File: src/rtl/osd_video_pkg.sv
// rtl/osd_video_pkg.sv - shared constants, standard enum and level clamp for the video timing generator
// Purpose: DAC level codes, default PAL/NTSC timing, counter widths, video_std_t, clamp helper.
// Ports: none (package).
package osd_video_pkg;

    localparam int H_W  = 10;    // horizontal counter, covers up to 1024 clocks/line
    localparam int V_W  = 9;     // vertical counter, covers up to 512 lines/frame
    localparam int PX_W = 10;
    localparam int PY_W = 8;

    localparam int SYNC_LVL  = 0;
    localparam int BLANK_LVL = 9;
    localparam int BLACK_LVL = 9;
    localparam int WHITE_LVL = 31;

    localparam int DEF_LINE_CLK_PAL  = 1024;
    localparam int DEF_LINE_CLK_NTSC = 1017;
    localparam int DEF_LINES_PAL     = 312;
    localparam int DEF_LINES_NTSC    = 262;
    localparam int DEF_HSYNC_CLKS    = 75;
    localparam int DEF_ACT_X0        = 168;
    localparam int DEF_ACT_W         = 832;
    localparam int DEF_VSYNC_LINES   = 3;
    localparam int DEF_ACT_Y0        = 20;
    localparam int DEF_ACT_H         = 240;

    typedef enum logic {
        STD_PAL  = 1'b0,
        STD_NTSC = 1'b1
    } video_std_t;

    // Callers pass a zero-extended DAC code, so the compare behaves as unsigned.
    function automatic int clamp_lvl(input int lvl, input int lo, input int hi);
        if (lvl < lo) begin
            return lo;
        end
        if (lvl > hi) begin
            return hi;
        end
        return lvl;
    endfunction

endpackage

File: src/rtl/video_timing_gen_if.sv
// rtl/video_timing_gen_if.sv - pixel request / DAC output bundle of the video timing generator
// Purpose: groups control, pixel request and DAC output signals.
// Ports: en, mode_ntsc, pix_in (to generator); pix_x, pix_y, active, dac_out,
//        new_line, new_frame, cur_ntsc (from generator).
// Modports: master = timing generator, slave = pixel source / DAC consumer.
interface video_timing_gen_if #(
    parameter int DAC_W = 5
) ();
    import osd_video_pkg::*;

    logic              en;
    logic              mode_ntsc;
    logic [DAC_W-1:0]  pix_in;
    logic [PX_W-1:0]   pix_x;
    logic [PY_W-1:0]   pix_y;
    logic              active;
    logic [DAC_W-1:0]  dac_out;
    logic              new_line;
    logic              new_frame;
    logic              cur_ntsc;

    modport master (
        input  en, mode_ntsc, pix_in,
        output pix_x, pix_y, active, dac_out, new_line, new_frame, cur_ntsc
    );

    modport slave (
        output en, mode_ntsc, pix_in,
        input  pix_x, pix_y, active, dac_out, new_line, new_frame, cur_ntsc
    );

endinterface

File: src/rtl/video_timing_counter.sv
// rtl/video_timing_counter.sv - h/v position counters with frame-boundary standard latching
// Purpose: counts clocks per line and lines per frame for the standard in effect.
// Ports: clk, rst_n (async, active low), en_i (count enable), mode_ntsc_i (requested
//        standard), h_o / v_o (current position), std_o (standard in effect).
module video_timing_counter
    import osd_video_pkg::*;
#(
    parameter int LINE_CLK_PAL  = DEF_LINE_CLK_PAL,
    parameter int LINE_CLK_NTSC = DEF_LINE_CLK_NTSC,
    parameter int LINES_PAL     = DEF_LINES_PAL,
    parameter int LINES_NTSC    = DEF_LINES_NTSC
) (
    input  logic           clk,
    input  logic           rst_n,
    input  logic           en_i,
    input  logic           mode_ntsc_i,
    output logic [H_W-1:0] h_o,
    output logic [V_W-1:0] v_o,
    output video_std_t     std_o
);

    logic [H_W-1:0] h_q, h_d;
    logic [V_W-1:0] v_q, v_d;
    video_std_t     std_q, std_d;
    logic [H_W-1:0] h_last;
    logic [V_W-1:0] v_last;

    assign h_last = (std_q == STD_NTSC) ? H_W'(LINE_CLK_NTSC - 1) : H_W'(LINE_CLK_PAL - 1);
    assign v_last = (std_q == STD_NTSC) ? V_W'(LINES_NTSC - 1)    : V_W'(LINES_PAL - 1);

    // The standard only changes on the frame-wrap cycle so a running frame keeps its length.
    always_comb begin
        h_d   = h_q;
        v_d   = v_q;
        std_d = std_q;
        if (en_i) begin
            if (h_q == h_last) begin
                h_d = '0;
                if (v_q == v_last) begin
                    v_d   = '0;
                    std_d = mode_ntsc_i ? STD_NTSC : STD_PAL;
                end else begin
                    v_d = v_q + 1'b1;
                end
            end else begin
                h_d = h_q + 1'b1;
            end
        end
    end

    always_ff @(posedge clk or negedge rst_n) begin
        if (!rst_n) begin
            h_q   <= '0;
            v_q   <= '0;
            std_q <= STD_PAL;
        end else begin
            h_q   <= h_d;
            v_q   <= v_d;
            std_q <= std_d;
        end
    end

    assign h_o   = h_q;
    assign v_o   = v_q;
    assign std_o = std_q;

endmodule

File: src/rtl/video_timing_gen.sv
// rtl/video_timing_gen.sv - PAL/NTSC progressive composite timing generator driving a ladder DAC
// Purpose: decodes the active window one cycle ahead for the pixel source and registers
//          sync / blank / clamped pixel codes for the DAC.
// Ports: clk, rst_n (async, active low), vif (video_timing_gen_if.master: en, mode_ntsc,
//        pix_in in; pix_x, pix_y, active, dac_out, new_line, new_frame, cur_ntsc out).
module video_timing_gen
    import osd_video_pkg::*;
#(
    parameter int DAC_W         = 5,
    parameter int LINE_CLK_PAL  = DEF_LINE_CLK_PAL,
    parameter int LINE_CLK_NTSC = DEF_LINE_CLK_NTSC,
    parameter int LINES_PAL     = DEF_LINES_PAL,
    parameter int LINES_NTSC    = DEF_LINES_NTSC,
    parameter int HSYNC_CLKS    = DEF_HSYNC_CLKS,
    parameter int ACT_X0        = DEF_ACT_X0,
    parameter int ACT_W         = DEF_ACT_W,
    parameter int VSYNC_LINES   = DEF_VSYNC_LINES,
    parameter int ACT_Y0        = DEF_ACT_Y0,
    parameter int ACT_H         = DEF_ACT_H
) (
    input  logic               clk,
    input  logic               rst_n,
    video_timing_gen_if.master vif
);

    localparam logic [H_W-1:0]   ACT_X0_H   = H_W'(ACT_X0);
    localparam logic [H_W-1:0]   ACT_X1_H   = H_W'(ACT_X0 + ACT_W);
    localparam logic [H_W-1:0]   HSYNC_H    = H_W'(HSYNC_CLKS);
    localparam logic [H_W-1:0]   VS_PAL_H   = H_W'(LINE_CLK_PAL - HSYNC_CLKS);
    localparam logic [H_W-1:0]   VS_NTSC_H  = H_W'(LINE_CLK_NTSC - HSYNC_CLKS);
    localparam logic [V_W-1:0]   ACT_Y0_V   = V_W'(ACT_Y0);
    localparam logic [V_W-1:0]   ACT_Y1_V   = V_W'(ACT_Y0 + ACT_H);
    localparam logic [V_W-1:0]   VSYNC_V    = V_W'(VSYNC_LINES);
    localparam logic [DAC_W-1:0] SYNC_D     = DAC_W'(SYNC_LVL);
    localparam logic [DAC_W-1:0] BLANK_D    = DAC_W'(BLANK_LVL);

    logic [H_W-1:0]   h;
    logic [V_W-1:0]   v;
    video_std_t       cur_std;
    logic             active;
    logic [H_W-1:0]   vs_end;
    logic [DAC_W-1:0] dac_d, dac_q;
    logic             new_line_d, new_line_q;
    logic             new_frame_d, new_frame_q;

    video_timing_counter #(
        .LINE_CLK_PAL  (LINE_CLK_PAL),
        .LINE_CLK_NTSC (LINE_CLK_NTSC),
        .LINES_PAL     (LINES_PAL),
        .LINES_NTSC    (LINES_NTSC)
    ) u_counter (
        .clk         (clk),
        .rst_n       (rst_n),
        .en_i        (vif.en),
        .mode_ntsc_i (vif.mode_ntsc),
        .h_o         (h),
        .v_o         (v),
        .std_o       (cur_std)
    );

    // Request stage: coordinates describe the counter position the next DAC code is built from.
    assign active = (h >= ACT_X0_H) && (h < ACT_X1_H) && (v >= ACT_Y0_V) && (v < ACT_Y1_V);
    assign vif.active = active;
    assign vif.pix_x  = active ? PX_W'(h - ACT_X0_H) : '0;
    assign vif.pix_y  = active ? PY_W'(v - ACT_Y0_V) : '0;

    // Broad-pulse lines are sync for all but the last HSYNC_CLKS clocks of the line.
    assign vs_end = (cur_std == STD_NTSC) ? VS_NTSC_H : VS_PAL_H;

    always_comb begin
        dac_d = BLANK_D;
        if (v < VSYNC_V) begin
            dac_d = (h < vs_end) ? SYNC_D : BLANK_D;
        end else if (h < HSYNC_H) begin
            dac_d = SYNC_D;
        end else if (active) begin
            dac_d = DAC_W'(clamp_lvl(int'(vif.pix_in), BLACK_LVL, WHITE_LVL));
        end
    end

    assign new_line_d  = (h == '0);
    assign new_frame_d = (h == '0) && (v == '0);

    always_ff @(posedge clk or negedge rst_n) begin
        if (!rst_n) begin
            dac_q       <= BLANK_D;
            new_line_q  <= 1'b0;
            new_frame_q <= 1'b0;
        end else if (vif.en) begin
            dac_q       <= dac_d;
            new_line_q  <= new_line_d;
            new_frame_q <= new_frame_d;
        end else begin
            new_line_q  <= 1'b0;
            new_frame_q <= 1'b0;
        end
    end

    assign vif.dac_out   = dac_q;
    assign vif.new_line  = new_line_q;
    assign vif.new_frame = new_frame_q;
    assign vif.cur_ntsc  = (cur_std == STD_NTSC);

endmodule

File: src/flat_wrapper.sv
// flat-port wrapper written by rule: the top's interface ports become plain ports
module video_timing_gen_flat import osd_video_pkg::*;
#(
    parameter int DAC_W         = 5,
    parameter int LINE_CLK_PAL  = DEF_LINE_CLK_PAL,
    parameter int LINE_CLK_NTSC = DEF_LINE_CLK_NTSC,
    parameter int LINES_PAL     = DEF_LINES_PAL,
    parameter int LINES_NTSC    = DEF_LINES_NTSC,
    parameter int HSYNC_CLKS    = DEF_HSYNC_CLKS,
    parameter int ACT_X0        = DEF_ACT_X0,
    parameter int ACT_W         = DEF_ACT_W,
    parameter int VSYNC_LINES   = DEF_VSYNC_LINES,
    parameter int ACT_Y0        = DEF_ACT_Y0,
    parameter int ACT_H         = DEF_ACT_H
)
  (clk, rst_n, vif_en, vif_mode_ntsc, vif_pix_in, vif_pix_x, vif_pix_y, vif_active, vif_dac_out, vif_new_line, vif_new_frame, vif_cur_ntsc);
  video_timing_gen_if #(.DAC_W(DAC_W)) vif_i ();
  input  logic clk;
  input  logic rst_n;
  input wire logic [$bits(vif_i.en)-1:0] vif_en;
  input wire logic [$bits(vif_i.mode_ntsc)-1:0] vif_mode_ntsc;
  input wire logic [$bits(vif_i.pix_in)-1:0] vif_pix_in;
  output wire logic [$bits(vif_i.pix_x)-1:0] vif_pix_x;
  output wire logic [$bits(vif_i.pix_y)-1:0] vif_pix_y;
  output wire logic [$bits(vif_i.active)-1:0] vif_active;
  output wire logic [$bits(vif_i.dac_out)-1:0] vif_dac_out;
  output wire logic [$bits(vif_i.new_line)-1:0] vif_new_line;
  output wire logic [$bits(vif_i.new_frame)-1:0] vif_new_frame;
  output wire logic [$bits(vif_i.cur_ntsc)-1:0] vif_cur_ntsc;
  assign vif_i.en = vif_en;
  assign vif_i.mode_ntsc = vif_mode_ntsc;
  assign vif_i.pix_in = vif_pix_in;
  assign vif_pix_x = vif_i.pix_x;
  assign vif_pix_y = vif_i.pix_y;
  assign vif_active = vif_i.active;
  assign vif_dac_out = vif_i.dac_out;
  assign vif_new_line = vif_i.new_line;
  assign vif_new_frame = vif_i.new_frame;
  assign vif_cur_ntsc = vif_i.cur_ntsc;
  video_timing_gen #(.DAC_W(DAC_W), .LINE_CLK_PAL(LINE_CLK_PAL), .LINE_CLK_NTSC(LINE_CLK_NTSC), .LINES_PAL(LINES_PAL), .LINES_NTSC(LINES_NTSC), .HSYNC_CLKS(HSYNC_CLKS), .ACT_X0(ACT_X0), .ACT_W(ACT_W), .VSYNC_LINES(VSYNC_LINES), .ACT_Y0(ACT_Y0), .ACT_H(ACT_H)) u_core (.clk(clk), .rst_n(rst_n), .vif(vif_i));
endmodule
File: config.mk
export PLATFORM = sky130hd
export DESIGN_NAME = video_timing_gen_flat
export DESIGN_NICKNAME = d
export VERILOG_FILES = /design/src/rtl/osd_video_pkg.sv /design/src/rtl/video_timing_gen_if.sv /design/src/rtl/video_timing_counter.sv /design/src/rtl/video_timing_gen.sv /design/src/flat_wrapper.sv
export SDC_FILE = /design/constraint.sdc
export NUM_CORES = 1
export LEC_CHECK = 0
export BUFFER_PORTS_ARGS = -buffer_cell sky130_fd_sc_hd__buf_2
export CELL_PAD_IN_SITES_DETAIL_PLACEMENT = 0
export CELL_PAD_IN_SITES_GLOBAL_PLACEMENT = 1
export CORE_MARGIN = 1.5
export CORE_UTILIZATION = 42
export DETAILED_ROUTE_END_ITERATION = 10
export PLACE_DENSITY_LB_ADDON = 0.1
export SLEW_MARGIN = 20
export SYNTH_ARGS = -nofsm -noshare
export SYNTH_HDL_FRONTEND = slang
export SYNTH_SLANG_ARGS = --single-unit
File: constraint.sdc
create_clock -name clk -period 2.5 [get_ports clk]
set_input_delay 0.25 -clock clk [delete_from_list [all_inputs] [get_ports clk]]
set_output_delay 0.25 -clock clk [all_outputs]
set_load 0.01 [all_outputs]
### After elaboration in Yosys (flattened, before gate mapping)

Cells that the tools add are included.

* input port bits: 9
* flip-flop bits (word level): 27
* word-level logic and storage cells: 48
* output and inout port bits: 27

* order comparisons: 8
* muxes and demuxes: 20
* eq/ne operators: 2
* add/sub/neg operators: 4
* reduce and logical (&&, ||, !) cells: 8

Operators by type and width (number)
* 5-bit 2-to-1 mux: 5
* 10-bit 2-to-1 mux: 2
* 10-bit by 1-bit adder with 10-bit output (second input constant): 1
* 10-bit equality test: 1
* 10-bit by 8-bit >= comparator with 1-bit output (second input constant): 1
* 10-bit logical NOT: 1
* 10-bit less-than comparator: 1
* 10-bit less-than comparator (second input constant): 1
* 10-bit by 7-bit less-than comparator with 1-bit output (second input constant): 1
* 10-bit by 8-bit subtractor with 10-bit output (second input constant): 1
* 9-bit by 1-bit adder with 9-bit output (second input constant): 1
* 9-bit equality test: 1
* 9-bit by 5-bit >= comparator with 1-bit output (second input constant): 1
* 9-bit logical NOT: 1
* 9-bit by 2-bit less-than comparator with 1-bit output (second input constant): 1
* 9-bit less-than comparator (second input constant): 1
* 9-bit 2-to-1 mux: 1
* 4-bit 2-to-1 mux: 2
* 8-bit 2-to-1 mux: 1
* 8-bit by 5-bit subtractor with 8-bit output (second input constant): 1
* 1-bit 2-to-1 mux: 7
* 6-bit 2-to-1 mux: 1
* 5-bit by 4-bit less-than comparator with 1-bit output (second input constant): 1
* 1-bit logical AND: 4
* other kinds (3): 3

### Depth between registers and ports, before layout

* word-level depth: 11
* mapped depth: 9
* depth with buffers taken out: 7

### Hierarchy

From an unflattened synthesis, not the netlist that was laid out.

* cell total of the unflattened synthesis: 231
* area, all modules: 2009.4 um^2

By module, submodules not included
* video_timing_counter: seq. area each 500.5 um^2, instances 1, cells each 112, area each 1138.6 um^2
* video_timing_gen: seq. area each 177.7 um^2, instances 1, cells each 119, area each 870.8 um^2

### Worst setup path after synthesis

Ideal clock, no wire load.

* path type: flip-flop to output port
* start: register u_core.u_counter.v_q[5] (netlist: u_core.u_counter.v_o[5])
* end: output port vif_pix_x[6]
* cell stages (with the launch flop): 8
* required time: 2.250 ns
* path slack: 0.271 ns
* buffers on the path: 2
* arrival time: 1.979 ns
* path through: dfrtp_1 buf_6 or4_4 o31a_1 a211oi_2 nand2_2 buf_6 nor2_1

* word-level cells in the longest chain between the ends: 4
* elaborated cells between the ends (all ways): 5
* classes of those cells: 2 x order compare; 1 x mux; 2 x reduce/logical

RTL lines
* start: declaration: line video_timing_counter.sv:23 `logic [V_W-1:0] v_q, v_d;`
* start signal: assignment: line video_timing_counter.sv:58 `v_q <= v_d;`
* 9-bit by 5-bit >= comparator with 1-bit output: line video_timing_gen.sv:62 `assign active = (h >= ACT_X0_H) && (h < ACT_X1_H) && (v >= ACT_Y0_V) && (v < ACT_Y1_V);`
* 1-bit logical AND: line video_timing_gen.sv:62
* 1-bit logical AND (*): line video_timing_gen.sv:62
* 10-bit 2-to-1 mux (*): line video_timing_gen.sv:64 `assign vif.pix_x = active ? PX_W'(h - ACT_X0_H) : '0;`
* end: declaration: line flat_wrapper.sv:23 `output wire logic [$bits(vif_i.pix_x)-1:0] vif_pix_x;`

Mark *: on every way between the ends. The rest lies on a longest branch, timed or not.

### Worst setup path in the final report

* start: register u_core.u_counter.v_q[7] (netlist: u_core.u_counter.v_o[7])
* end: output port vif_pix_x[5]

Same word-level chain as after synthesis.

==> metrics.md <==
| Metric | Value |
|---|---|
| Number of iterations in the first detailed-routing pass | 4 |
| Number of storage elements in the synthesis netlist | 27 |
| Result of the run | complete, but fails checks |
| Proportion of layout cells with a drive suffix above 1 | 31.6% |
| Total grt overflow | 0 |
| Max-slew headroom | 57.2% |
| All-Layer GR Usage | 20.9% |
| Number of global-route vias before repair | about 1700 |
| Antenna violations before repair | 0 |
| Count of unresolved DRC violations after routing | 0 |
| WP buf/inv | 1 |
| CP Cell Sequence | or4_4 > o31a_1 > a211oi_2 > nand2_2 > nor3_1 > buf_2 |
| Max-slew violation count | 0 |
| Xor and xnor fraction of the mapped netlist area | under 10% |
| Adder-cell area share of the yosys netlist | 9.26% |
| Global-route wire length before repair | 8580 µm |
| Arrival time at the worst endpoint | approximately 2300 ps |
| Clk sinks | 27 |
| Dpl ws | ~190 ps |
| Clock edge transition at the registers on the reported setup and hold paths | 100 ps |
| Initial Utilization | between 40% and 50% |
| Buffers added on ports | 35 |
| Antenna-violating nets left | 0 |
| Die X | 72.5 µm |
| Syn Std Cell Area | 2030 µm² |
| Critical path launch point type | register |
| Setup repair after global routing missed its margin | true |
| Dominant combinational cell family by area after synthesis | simple AND/OR/NAND/NOR gates |
| Core ar. | around 4700 µm² |
| Power density normalized to cell area | 459 nW/µm² |
| Portion of synthesized cell area occupied by the leading cell type | 30.9% |
| Share of flip-flops with an asynchronous set or reset after synthesis | 100% |
| Critical path capture point type | output port |
| Basic-gate share of the synthesized area counting and, or, nand and nor cells | 23.7% |
| Share of the synthesized area in compound gates (AO/OA/AOI/OAI) | roughly 19% |
| Drt first-iter violations | 88 |
| Hold WS | -12.6 ps |
| Skew-Pair Late Insertion Delay | 270 ps |
| Count of hold buffers inserted by post-cts repair | 0 |
| Most common flop cell mapped by yosys | dfrtp_1 |
| Synth cell types | 51 |
| Clock tree from TritonCTS | done |
| Largest net degree at the start of global routing | 28 |
| Maximum buffer depth of the clock tree | 2 |
| IR Drop Worst-Case VDD | 0.354 mV |
| Number of nets in the final layout | 313 |
| Share of cell area taken by muxes after synthesis | 0.556% |
| Root Buffer Master | clkbuf_8 |
| Count of flip-flops with a built-in enable after synthesis | 0 |
| Top Family by Delay on Critical Path | simple AND/OR/NAND/NOR gates |
| Final setup violation count | 0 |
| Final Wtd Congestion | between 0.8 and 0.9 |
| Die footprint | 5250 µm² |
| Leading area contributor after synthesis | dfrtp_1 |
| Biggest cell delay along the critical path | approximately 530 ps |
| Slowest cell on the critical path | or4_4 |
| Count of pins on the block boundary | 36 |
| Worst setup skew after layout | 2.28 ps |
| Maximum fanout along the worst path | 6 |
| Failing checks | negative hold slack |
| Share of the clock period used by the worst path | 99.8% |
| Number of nets in the synthesized netlist | 262 |
| Synthesized area per cell | 8.51 µm² |
| Area growth from synthesis to layout | 23.5% |
| Total wire length after detailed routing | around 5300 µm |
| Actual slew at the worst max-slew pin | 641 ps |
| Worst setup path category | register to output port |
| Max H-tree Level | 1 |
| DIE HEIGHT | 72.5 µm |
| Final Hold Violating Endpoints | 25 |
| Detailed-route wire length per cell | 15.5 µm |
| Share of the core filled with cells | roughly 53% |
| Diodes inserted | 0 |
| Crit path required time | 2250 ps |
| Max Cap Viol | 0 |
| Post-synthesis instance total | approximately 240 |
| Post-layout minimum cycle time | 2500 ps |
| Count of synthesis-stage warnings from yosys | 0 |
| DP HPWL | 3840 µm |
| Fmax | about 400 MHz |
| Placement row count | 25 |
| Fraction of the yosys area taken by sequential cells | ~33% |
| Leading post-synthesis cells by cell area | dfrtp_1 (31%), ha_1 (9.3%), o21ai_0 (5.4%), nor2_1 (4.8%), xnor2_1 (4.3%) |
| Min setup slack post-route | 4.28 ps |
| Vias | between 1500 and 2000 |
| Final-layout fill cell count | 461 |
| Static leakage power | 1.20 nW |
| Number of buffers inserted during clock tree synthesis | 3 |
| Worst min-delay path class | primary input to asynchronous set/reset pin |
| Post-DR vias/cell | about 5.4 |
## kinds of logic (layout without fill, tap and decap cells)
group	after synthesis	in the layout
xor gates and xnor gates	13	13
DFF	27	27
adders and majority gates	15	15
AOI/OAI and AO/OA	54	54
muxes	1	1
buffers and inverters	36	86
and+or+nand+nor	92	92
## power by group
group	switching, mW	internal [mW]	leakage [nW]
logic	0.234	0.150	0.827
registers	0.0304	0.479	0.352
clock network	0.142	0.112	0.0255
## cell usage after synthesis, types with 3 or more instances
cell type,instances
o22ai_2,3
buf_6,3
o31ai_1,4
dfrtp_1,25
xnor2_1,10
inv_1,20
ha_1,15
nor2b_1,5
nor2_1,26
o21ai_0,22
or3_1,3
nand2_1,19
o21a_1,3
nand3_1,5
nand4_1,5
buf_2,3
a21oi_1,4
xor2_1,3
nor3_1,9
clkbuf_1,9
## flip-flops by register name, summed over array words and instances (netlist names)
signal / flops
u_core.vif.new_line: 1
u_core.u_counter.h_o: 10
u_core.u_counter.v_o: 9
u_core.vif.dac_out: 5
u_core.u_counter.std_o: 1
u_core.vif.new_frame: 1
## per-layer routing
| metal | part of all wire (%) | track usage, % | wire length [µm] | vias up |
|---|---|---|---|---|
| met4 | 1.1 | 6.29 | 58 | 0 |
| met2 | 49 | 35.3 | 2620 | 35 |
| li1 | - | - | - | 935 |
| met1 | 47 | 28.4 | 2480 | 884 |
| met5 | 0 | 0 | 0 | - |
| met3 | 2.7 | 2.22 | 141 | 6 |
## final cells by class
| type | count | area [µm²] | area share [%] |
|---|---|---|---|
| inverter | 20 | 75.1 | 3.00 |
| sequential | 27 | 678 | 27.1 |
| timing repair buffer | 62 | 405 | 16.2 |
| clock inverter | 1 | 5.00 | 0.200 |
| tap | 54 | 67.6 | 2.70 |
| clock buffer | 3 | 41.3 | 1.65 |
| multi-input combinational | 175 | 1230 | 49.1 |
## repair_timing
item	in CTS	in global routing
pin swaps	2	5
gates resized for setup	0	22
endpoints found under the setup margin	16	19
cloned	0	1
buffers inserted	2	4
## worst register-to-register path, stage by stage (launching register included)
cell and delay, ps:
dfrtp_1 390, buf_4 130, buf_4 160, or4b_4 550, a2111oi_4 290, buf_4 210
nand2b_1 200, nor3b_1 80, a21o_1 150
## worst paths after layout
kind	from	to	slack, ps	cells past startpoint
worst max-delay path	u_core.u_counter.v_o[7]$_DFFE_PN0P_	vif_pix_x[5]	4	6
worst min-delay path	rst_n	u_core.vif.dac_out[4]$_DFFE_PN0P_	-10	1
worst max register to register	u_core.u_counter.v_o[5]$_DFFE_PN0P_	u_core.u_counter.v_o[3]$_DFFE_PN0P_	250	8
worst min register to register	u_core.vif.dac_out[1]$_DFFE_PN0P_	u_core.vif.dac_out[1]$_DFFE_PN0P_	540	2
max in group asynchronous	rst_n	u_core.u_counter.v_o[3]$_DFFE_PN0P_	2100	1
min in group clk	vif_mode_ntsc	u_core.u_counter.std_o$_DFFE_PN0P_	200	2
## cells in the final DEF, fill, tap and decap left out, types with 3 or more instances in the layout
| master | count |
|---|---|
| o31ai_1 | 4 |
| o22ai_2 | 3 |
| nor2_1 | 14 |
| o21a_1 | 3 |
| inv_1 | 20 |
| nand3_1 | 5 |
| dfrtp_1 | 25 |
| ha_1 | 15 |
| nor3_1 | 9 |
| nand4_1 | 5 |
| buf_4 | 23 |
| a21oi_1 | 4 |
| nor2_2 | 10 |
| o21ai_0 | 22 |
| xnor2_1 | 10 |
| nor2b_1 | 5 |
| buf_2 | 33 |
| or3_1 | 3 |
| xor2_1 | 3 |
| buf_6 | 6 |
| nand2_1 | 19 |
| clkbuf_8 | 3 |
## through the flow
| step | hold WS, ps | instances | total power, mW | instance area, µm² | TNS [ps] |
|---|---|---|---|---|---|
| CTS | 5.17 | 337 | 1.15 | 2390 | 0 |
| floorplan | -45.6 | 238 | 0.759 | 2030 | 0 |
| global route | 39.4 | 342 | 1.24 | 2500 | -1220 |
| finish | -12.6 | 342 | 1.15 | 2500 | 0 |
| global placement | 310 | 331 | 0.884 | 2330 | 0 |
| detailed placement | 311 | 331 | 0.887 | 2330 | 0 |
(Power assumes the default switching activity.)
